### src/rtl/esfa_operand_loader.sv
// esfa_operand_loader: packs an 8-bit operand byte stream into 32-bit
// little-endian words and buffers them in a DEPTH-entry word FIFO.
// Optional feature: define ESFA_LOADER_PARITY_EN to enable the sticky
// even-parity check on accepted bytes (parity_err stays 0 otherwise).
module esfa_operand_loader #(
  parameter int unsigned DEPTH = 4
) (
  input  logic                         clk,
  input  logic                         rst_n,
  input  logic                         in_valid,
  output logic                         in_ready,
  input  logic [7:0]                   in_data,
  input  logic                         in_last,
  input  logic                         in_parity,
  output logic                         out_valid,
  input  logic                         out_ready,
  output logic [31:0]                  out_data,
  output logic                         out_last,
  output logic [2:0]                   out_bytes,
  output logic [$clog2(DEPTH):0]       level,
  output logic                         parity_err
);

  localparam int unsigned PTR_W = $clog2(DEPTH);
  localparam int unsigned LVL_W = PTR_W + 1;

  logic [31:0]      mem_data  [DEPTH];
  logic [2:0]       mem_bytes [DEPTH];
  logic [DEPTH-1:0] mem_last;

  logic [1:0]       idx;
  logic [23:0]      part;
  logic [PTR_W-1:0] wr_ptr;
  logic [PTR_W-1:0] rd_ptr;

  logic             accept_c;
  logic             push_c;
  logic             pop_c;
  logic [31:0]      word_c;
  logic [2:0]       word_bytes_c;
  logic [PTR_W-1:0] wr_next_c;
  logic [PTR_W-1:0] rd_next_c;
  logic [LVL_W-1:0] level_next_c;
  logic [31:0]      head_data_c;
  logic [2:0]       head_bytes_c;
  logic             head_last_c;

  // Handshake qualifiers and the word formed by inserting the current byte.
  always_comb begin
    accept_c     = in_valid & in_ready;
    push_c       = accept_c & ((idx == 2'd3) | in_last);
    pop_c        = out_valid & out_ready;
    word_c       = {8'h00, part};
    word_c[{idx, 3'b000} +: 8] = in_data;
    word_bytes_c = {1'b0, idx} + 3'd1;
  end

  // Next pointers, occupancy and the entry that will sit at the FIFO head.
  always_comb begin
    wr_next_c    = push_c ? wr_ptr + PTR_W'(1) : wr_ptr;
    rd_next_c    = pop_c  ? rd_ptr + PTR_W'(1) : rd_ptr;
    level_next_c = level;
    case ({push_c, pop_c})
      2'b10:   level_next_c = level + LVL_W'(1);
      2'b01:   level_next_c = level - LVL_W'(1);
      default: level_next_c = level;
    endcase
    head_data_c  = mem_data[rd_next_c];
    head_bytes_c = mem_bytes[rd_next_c];
    head_last_c  = mem_last[rd_next_c];
    // The slot being written this edge becomes the head when it is the only valid entry.
    if (push_c && (wr_ptr == rd_next_c)) begin
      head_data_c  = word_c;
      head_bytes_c = word_bytes_c;
      head_last_c  = in_last;
    end
  end

  // Packer, FIFO storage, pointers and registered output view of the head.
  always_ff @(posedge clk or negedge rst_n) begin
    if (!rst_n) begin
      idx       <= 2'd0;
      part      <= 24'h0;
      wr_ptr    <= '0;
      rd_ptr    <= '0;
      level     <= '0;
      in_ready  <= 1'b0;
      out_valid <= 1'b0;
      out_data  <= 32'h0;
      out_bytes <= 3'd0;
      out_last  <= 1'b0;
      mem_last  <= '0;
      for (int i = 0; i < int'(DEPTH); i++) begin
        mem_data[i]  <= 32'h0;
        mem_bytes[i] <= 3'd0;
      end
    end else begin
      if (accept_c) begin
        if (push_c) begin
          idx  <= 2'd0;
          part <= 24'h0;
        end else begin
          idx  <= idx + 2'd1;
          part <= word_c[23:0];
        end
      end
      if (push_c) begin
        mem_data[wr_ptr]  <= word_c;
        mem_bytes[wr_ptr] <= word_bytes_c;
        mem_last[wr_ptr]  <= in_last;
      end
      wr_ptr    <= wr_next_c;
      rd_ptr    <= rd_next_c;
      level     <= level_next_c;
      in_ready  <= (level_next_c < LVL_W'(DEPTH));
      out_valid <= (level_next_c != '0);
      out_data  <= head_data_c;
      out_bytes <= head_bytes_c;
      out_last  <= head_last_c;
    end
  end

`ifdef ESFA_LOADER_PARITY_EN
  // Sticky flag: an accepted byte whose data plus parity bit has odd weight.
  always_ff @(posedge clk or negedge rst_n) begin
    if (!rst_n) begin
      parity_err <= 1'b0;
    end else if (accept_c && (^{in_data, in_parity})) begin
      parity_err <= 1'b1;
    end
  end
`else
  logic parity_unused;
  assign parity_unused = in_parity;
  assign parity_err    = 1'b0;
`endif

endmodule

### config.mk
export PLATFORM = sky130hd
export DESIGN_NAME = esfa_operand_loader
export DESIGN_NICKNAME = d
export VERILOG_FILES = /design/src/rtl/esfa_operand_loader.sv
export SDC_FILE = /design/constraint.sdc
export NUM_CORES = 1
export LEC_CHECK = 0
export ABC_AREA = 1
export CORE_UTILIZATION = 33
export DETAILED_ROUTE_END_ITERATION = 8
export PLACE_DENSITY_LB_ADDON = 0.1
export SETUP_SLACK_MARGIN = 0.5
export SLEW_MARGIN = 20
export SYNTH_ARGS = -nofsm -noshare
export SYNTH_HDL_FRONTEND = slang
export SYNTH_SLANG_ARGS = --single-unit
export TNS_END_PERCENT = 1
### constraint.sdc
create_clock -name clk -period 3.83 [get_ports clk]
set_input_delay 0.383 -clock clk [delete_from_list [all_inputs] [get_ports clk]]
set_output_delay 0.383 -clock clk [all_outputs]
set_load 0.01 [all_outputs]
==> results of run 1 <==
-- per-layer routing --
layer	up-vias	GRT usage (%)	routed length [um]
met2	134	30.0	12600
met3	28	2.91	1140
met5	-	0	0
li1	4033	-	-
met4	0	3.31	411
met1	3836	25.2	13000
-- power by group --
| part | internal, W | leakage [nW] | switching, W |
|---|---|---|---|
| logic | 0.00148 | 2.55 | 0.00262 |
| clock network | 0.00127 | 0.351 | 0.000913 |
| registers | 0.00323 | 2.77 | 0.000299 |
-- worst max-delay path by stage --
stage / from / endpoint / slack (ns) / depth (start not counted)
finish: idx[0] / mem_data[6] / 1.16 / 7
detailed placement: out_ready / out_data[11] / 1.04 / 10
global placement: out_ready / out_data[3] / 1.06 / 10
floorplan: idx[0] / out_valid / 1.53 / 12
global route: idx[0] / mem_data[6] / 0.91 / 7
CTS: idx[0] / part[6] / 1.14 / 7
-- area by class of cell --
type / instances / area, sq um
multi-input combinational: 795 / 3730
timing repair buffer: 72 / 751
tap: 390 / 488
fill: 3106 / 18200
inverter: 195 / 732
clock inverter: 2 / 10.0
clock buffer: 36 / 709
sequential: 215 / 5380
-- sequential cells by signal, summed over array words and instances (netlist names), 2 cells and up --
| name | count |
|---|---|
| out_data | 32 |
| part | 24 |
| level | 3 |
| wr_ptr | 2 |
| idx | 2 |
| mem_last | 4 |
| mem_data | 128 |
| mem_bytes | 12 |
| rd_ptr | 2 |
| out_bytes | 3 |
-- stage by stage --
| stage | worst slack (ns) | util (%) | cell area, sq um | hold WS [ns] | power [W] |
|---|---|---|---|---|---|
| after floorplan | 1.53 | - | 10200 | 0.0874 | 0.00634 |
| after global placement | 1.06 | 36.8 | 11100 | 0.459 | 0.00771 |
| after detailed placement | 1.04 | 36.8 | 11100 | 0.459 | 0.00772 |
| after CTS | 1.14 | 39.3 | 11800 | 0.481 | 0.00997 |
| after global routing | 0.905 | 39.3 | 11800 | 0.514 | 0.0107 |
| final | 1.16 | 39.3 | 11800 | 0.459 | 0.00981 |
-- cells in the final DEF (no fill, tap or decap), types with 2 or more instances in the layout --
| cell | netlist | routed |
|---|---|---|
| buf_8 | 0 | 2 |
| nand4_1 | 2 | 2 |
| inv_2 | 6 | 6 |
| dfrtp_1 | 215 | 215 |
| o22ai_2 | 8 | 8 |
| clkdlybuf4s50_1 | 0 | 52 |
| o22ai_1 | 16 | 16 |
| clkinv_2 | 0 | 2 |
| buf_4 | 8 | 12 |
| nor2_1 | 11 | 11 |
| nand2_1 | 407 | 405 |
| xor2_1 | 2 | 2 |
| o21ai_0 | 159 | 159 |
| nand3b_1 | 8 | 8 |
| nand3_1 | 139 | 139 |
| nand4_2 | 2 | 2 |
| inv_1 | 189 | 189 |
| ha_1 | 10 | 10 |
| clkbuf_16 | 0 | 27 |
| o21ai_1 | 14 | 14 |
| nand2_2 | 6 | 8 |
| clkbuf_1 | 24 | 9 |
| nand3_2 | 3 | 3 |
| buf_12 | 0 | 5 |
-- logic make-up (layout without fill, tap and decap cells) --
logic type / after synthesis / in the layout / synth area share (%)
simple gates: 582 / 582 / 24.3
buf+inv: 263 / 305 / 10.6
flops: 215 / 215 / 52.8
compound gates: 198 / 198 / 10.5
fa+ha+maj: 11 / 11 / 1.42
xor+xnor: 3 / 3 / 0.258
other cells: 1 / 1 / 0.0368
==> reports/metrics.csv, run 1 <==
metric,value,unit
run_status,"finished, final reports clean",
post_drt_via_cell_ratio,4.71,
clk_pin_slew,0.05,ns
syn_avg_cell_area,8.00,sq um
yosysTopAreaCell,dfrtp_1,
period_needed,2.67,ns
nNetsFinal,1330,
crit_type,reg2reg,
drc,0,
synthFlopType,dfrtp_1,
start_kind,flip-flop,
num_rows,63,
cts_buffers,26,
grt_pass1_vias,7933,
path_max_fanout,10,
synth_cells,1273,
cts-root-buf,clkbuf_16,
ant_nets,0,
synth_area_leaders,"dfrtp_1 53%, nand2_1 15%, o21ai_0 7.8%",
coreArea,0.0300,sq mm
min_path_type,in2async,
finalMaxSlewViolations,0,
grt_overflow,0,
ys_types,30,
cap_violations,0,
wl,27100,um
initialDrtViolationCount,615,
yosys_warnings,0,
pin_count,56,
h-tree-depth,1,
cp_slowest_cell,o22ai_1,
die_h,178,um
cts_hold_buf,1,
cts_tree,done,
dp_hpwl,15900,um
p_leak,5.68,nW
vias,8031,
async_reset_ff_share,100,%
synth.net_count,1298,
gp_congestion,0.755,
rr_startpoint,idx[0],
worstMarginPinSlew,0.952,ns
ctsResizeCount,0,
yosys-top-cells-count,"407 x nand2_1, 215 x dfrtp_1, 189 x inv_1, 159 x o21ai_0, 139 x nand3_1",
synth.cell_area,0.0102,sq mm
cp-end-kind,flip-flop,
antenna_found_initial,0,
fin_cells,1705,
die_area,0.0316,sq mm
die_x,178,um
crit_required,4.27,ns
power_density,831,mW/mm^2
synth-edff-count,0,
fin_skew,0.00971,ns
gr-usage-all-layers,18.2,%
post-route-period-util,69.8,%
r2r_end,mem_data[6],
yosysSeqAreaShare,52.8,%
drive_above_1_share,6.01,%
ys_seq_elements,215,
grt_pass1_wl,44700,um
slowest_delay,0.62,ns
grt_max_degree,91,
finalHoldViolCount,0,
crit_family,compound AO/OA/AOI/OAI gates,
synth_top_area_share,52.8,%
clockBufferDepth,3,
wire_per_inst,15.9,um
fin_tns_setup,0,ns
io_buffer_count,53,
first_pass_iters,4,
cts_sinks,215,
reg2reg_depth,7,
dp.cells,1665,
max_freq,374,MHz
diodes,0,
worstSkewPairLatency,0.52,ns
irDropWorstVdd,0.000553,V
arrival,3.11,ns
syn_to_final_growth,15.9,%
cp_cell_sequence,"inv_2, ha_1, inv_1, nand4_2, o22ai_1, nand2_1, o21ai_0",
yosysMostFrequentCell,nand2_1,
post-cts-setup-buffer-count,0,
initial_core_util,33.9,%
path_buf_inv,2,
rrSetupSlack,1.16,ns
slew_headroom,36.6,%
setup_violations,0,
rsz0062_at_grt,no,
No activity file was read; power rests on OpenSTA's default activity.
==> run 2, diff against run 1 <==
Clock period 3.83 ns to 2.3 ns, I/O delays scaled along.
==> reports/metrics.csv, run 2 (synthesis gave the netlist of run 1 again) <==
metric,value,unit
run_status,"finished, final reports clean",
wl,27600,um
initialDrtViolationCount,527,
initial_core_util,33.9,%
syn_to_final_growth,21.2,%
h-tree-depth,1,
min_path_type,in2async,
die_h,178,um
arrival,2.46,ns
max_freq,487,MHz
cts_sinks,215,
fill_cells,3044,
cp-end-kind,flip-flop,
multi_input_area,0.00377,sq mm
fin_hold_ws,0.271,ns
die_area,0.0316,sq mm
period_needed,2.05,ns
drive_above_1_share,10.3,%
cts-root-buf,clkbuf_16,
die_x,178,um
finalMaxSlewViolations,0,
fin_tns_setup,0,ns
worstSkewPairLatency,0.52,ns
finalHoldViolCount,0,
netSwitchingPower,0.00656,W
crit_type,reg2reg,
largest_reg_flops,128,
vias,8239,
cap_violations,0,
wire_per_inst,15.7,um
intPower,0.0105,W
pin_count,56,
grt_overflow,0,
utilization,41.1,%
setup_violations,0,
cts_tree,done,
clockBufferDepth,3,
grt_pass1_wl,45500,um
pwr-share-seq,34.5,%
gr-usage-all-layers,18.6,%
fin_cells,1754,
max_flop_register,mem_data,
p_clk_share,21.9,%
worstMarginPinSlew,0.581,ns
reg2reg_depth,11,
drc,0,
pwr-share-comb,43.6,%
post_drt_via_cell_ratio,4.70,
reg.largest.list,"mem_data: 128 flops, out_data: 32 flops, part: 24 flops",
crit_required,2.71,ns
irDropWorstVdd,0.000597,V
power_density,1380,mW/mm^2
rsz0062_at_grt,yes,
antenna_found_initial,0,
diodes,0,
register_area,0.00538,sq mm
dp_hpwl,17200,um
clk_pin_slew,0.06,ns
fin_skew,0.0143,ns
nNetsFinal,1375,
gp_congestion,0.833,
io_buffer_count,53,
slew_headroom,61.3,%
dp.cells,1707,
first_pass_iters,5,
cts_buffers,25,
coreArea,0.0300,sq mm
path_max_fanout,4,
p_sw_share,38.5,%
grt_max_degree,69,
ant_nets,0,
post-route-period-util,89.3,%
final_common_cell,nand2_1,
start_kind,flip-flop,
num_rows,63,
p_leak,5.98,nW
layout_common_cells,"405 x nand2_1, 214 x dfrtp_1, 186 x inv_1, 158 x o21ai_0, 139 x nand3_1",
grt_pass1_vias,8082,
run 2: cell type report:
| cell class | instances | area share, % |
|---|---|---|
| Multi-Input combinational cell | 795 | 30.5 |
| Sequential cell | 215 | 43.6 |
| Inverter | 195 | 5.93 |
| Tap cell | 390 | 3.95 |
| Timing Repair Buffer | 118 | 9.93 |
| Clock buffer | 37 | 5.92 |
| Clock inverter | 4 | 0.193 |
run 2: through the flow:
| step | cell area [sq um] | total power, W | setup slack, ns |
|---|---|---|---|
| 3_3_place_gp | 11500 | 0.0133 | 0.149 |
| 2_1_floorplan | 10200 | 0.0106 | 0.329 |
| 4_1_cts | 12300 | 0.0172 | 0.247 |
| 3_5_place_dp | 11500 | 0.0133 | 0.0880 |
| 6_report | 12300 | 0.0170 | 0.245 |
| 5_1_grt | 12300 | 0.0185 | 0.137 |
run 2: layer usage:
metal | vias up | track usage (%) | part of all wire (%)
li1 | 4136 | - | -
met1 | 3932 | 26.3 | 48
met2 | 134 | 29.9 | 46
met3 | 37 | 2.40 | 4.0
met4 | 0 | 4.52 | 1.7
met5 | - | 0 | 0
run 2: power groups by stage:
| stage | logic (W) | registers, W | clock network (W) |
|---|---|---|---|
| 2_1_floorplan | 0.00456 | 0.00603 | 0 |
| 4_1_cts | 0.00749 | 0.00588 | 0.00387 |
| 6_report | 0.00743 | 0.00587 | 0.00373 |
| 5_1_grt | 0.00846 | 0.00605 | 0.00401 |
| 3_5_place_dp | 0.00738 | 0.00595 | 0 |
| 3_3_place_gp | 0.00737 | 0.00593 | 0 |
run 2: worst max-delay path, stage by stage (launching register included):
cell and delay (ns):
dfrtp_2 0.45, ha_4 0.20, nor2_4 0.16, nor2_8 0.04, inv_2 0.06, ha_4 0.12
inv_2 0.04, fa_2 0.36, a21oi_2 0.13, o21ai_1 0.08, xor2_1 0.17, buf_4 0.13
run 2: path summary, 6_finish.rpt:
| check | startpoint | to | slack [ns] |
|---|---|---|---|
| setup reg to reg | idx[0] | level[2] | 0.25 |
| hold reg to reg | mem_bytes[7] | mem_bytes[7] | 0.48 |
| hold / removal | rst_n | mem_bytes[11] | 0.27 |
| max in group asynchronous | rst_n | part[4] | 1.29 |
| min in group clk | mem_bytes[7] | mem_bytes[7] | 0.48 |
| setup / recovery | idx[0] | level[2] | 0.25 |
run 2: what timing repair did:
action,4_1_cts,5_1_grt
setup endpoints to repair,180,192
endpoints found under the hold margin,62,0
hold buffers,1,0
resized for setup,1,5
buffers inserted,2,3
pin swaps,0,6
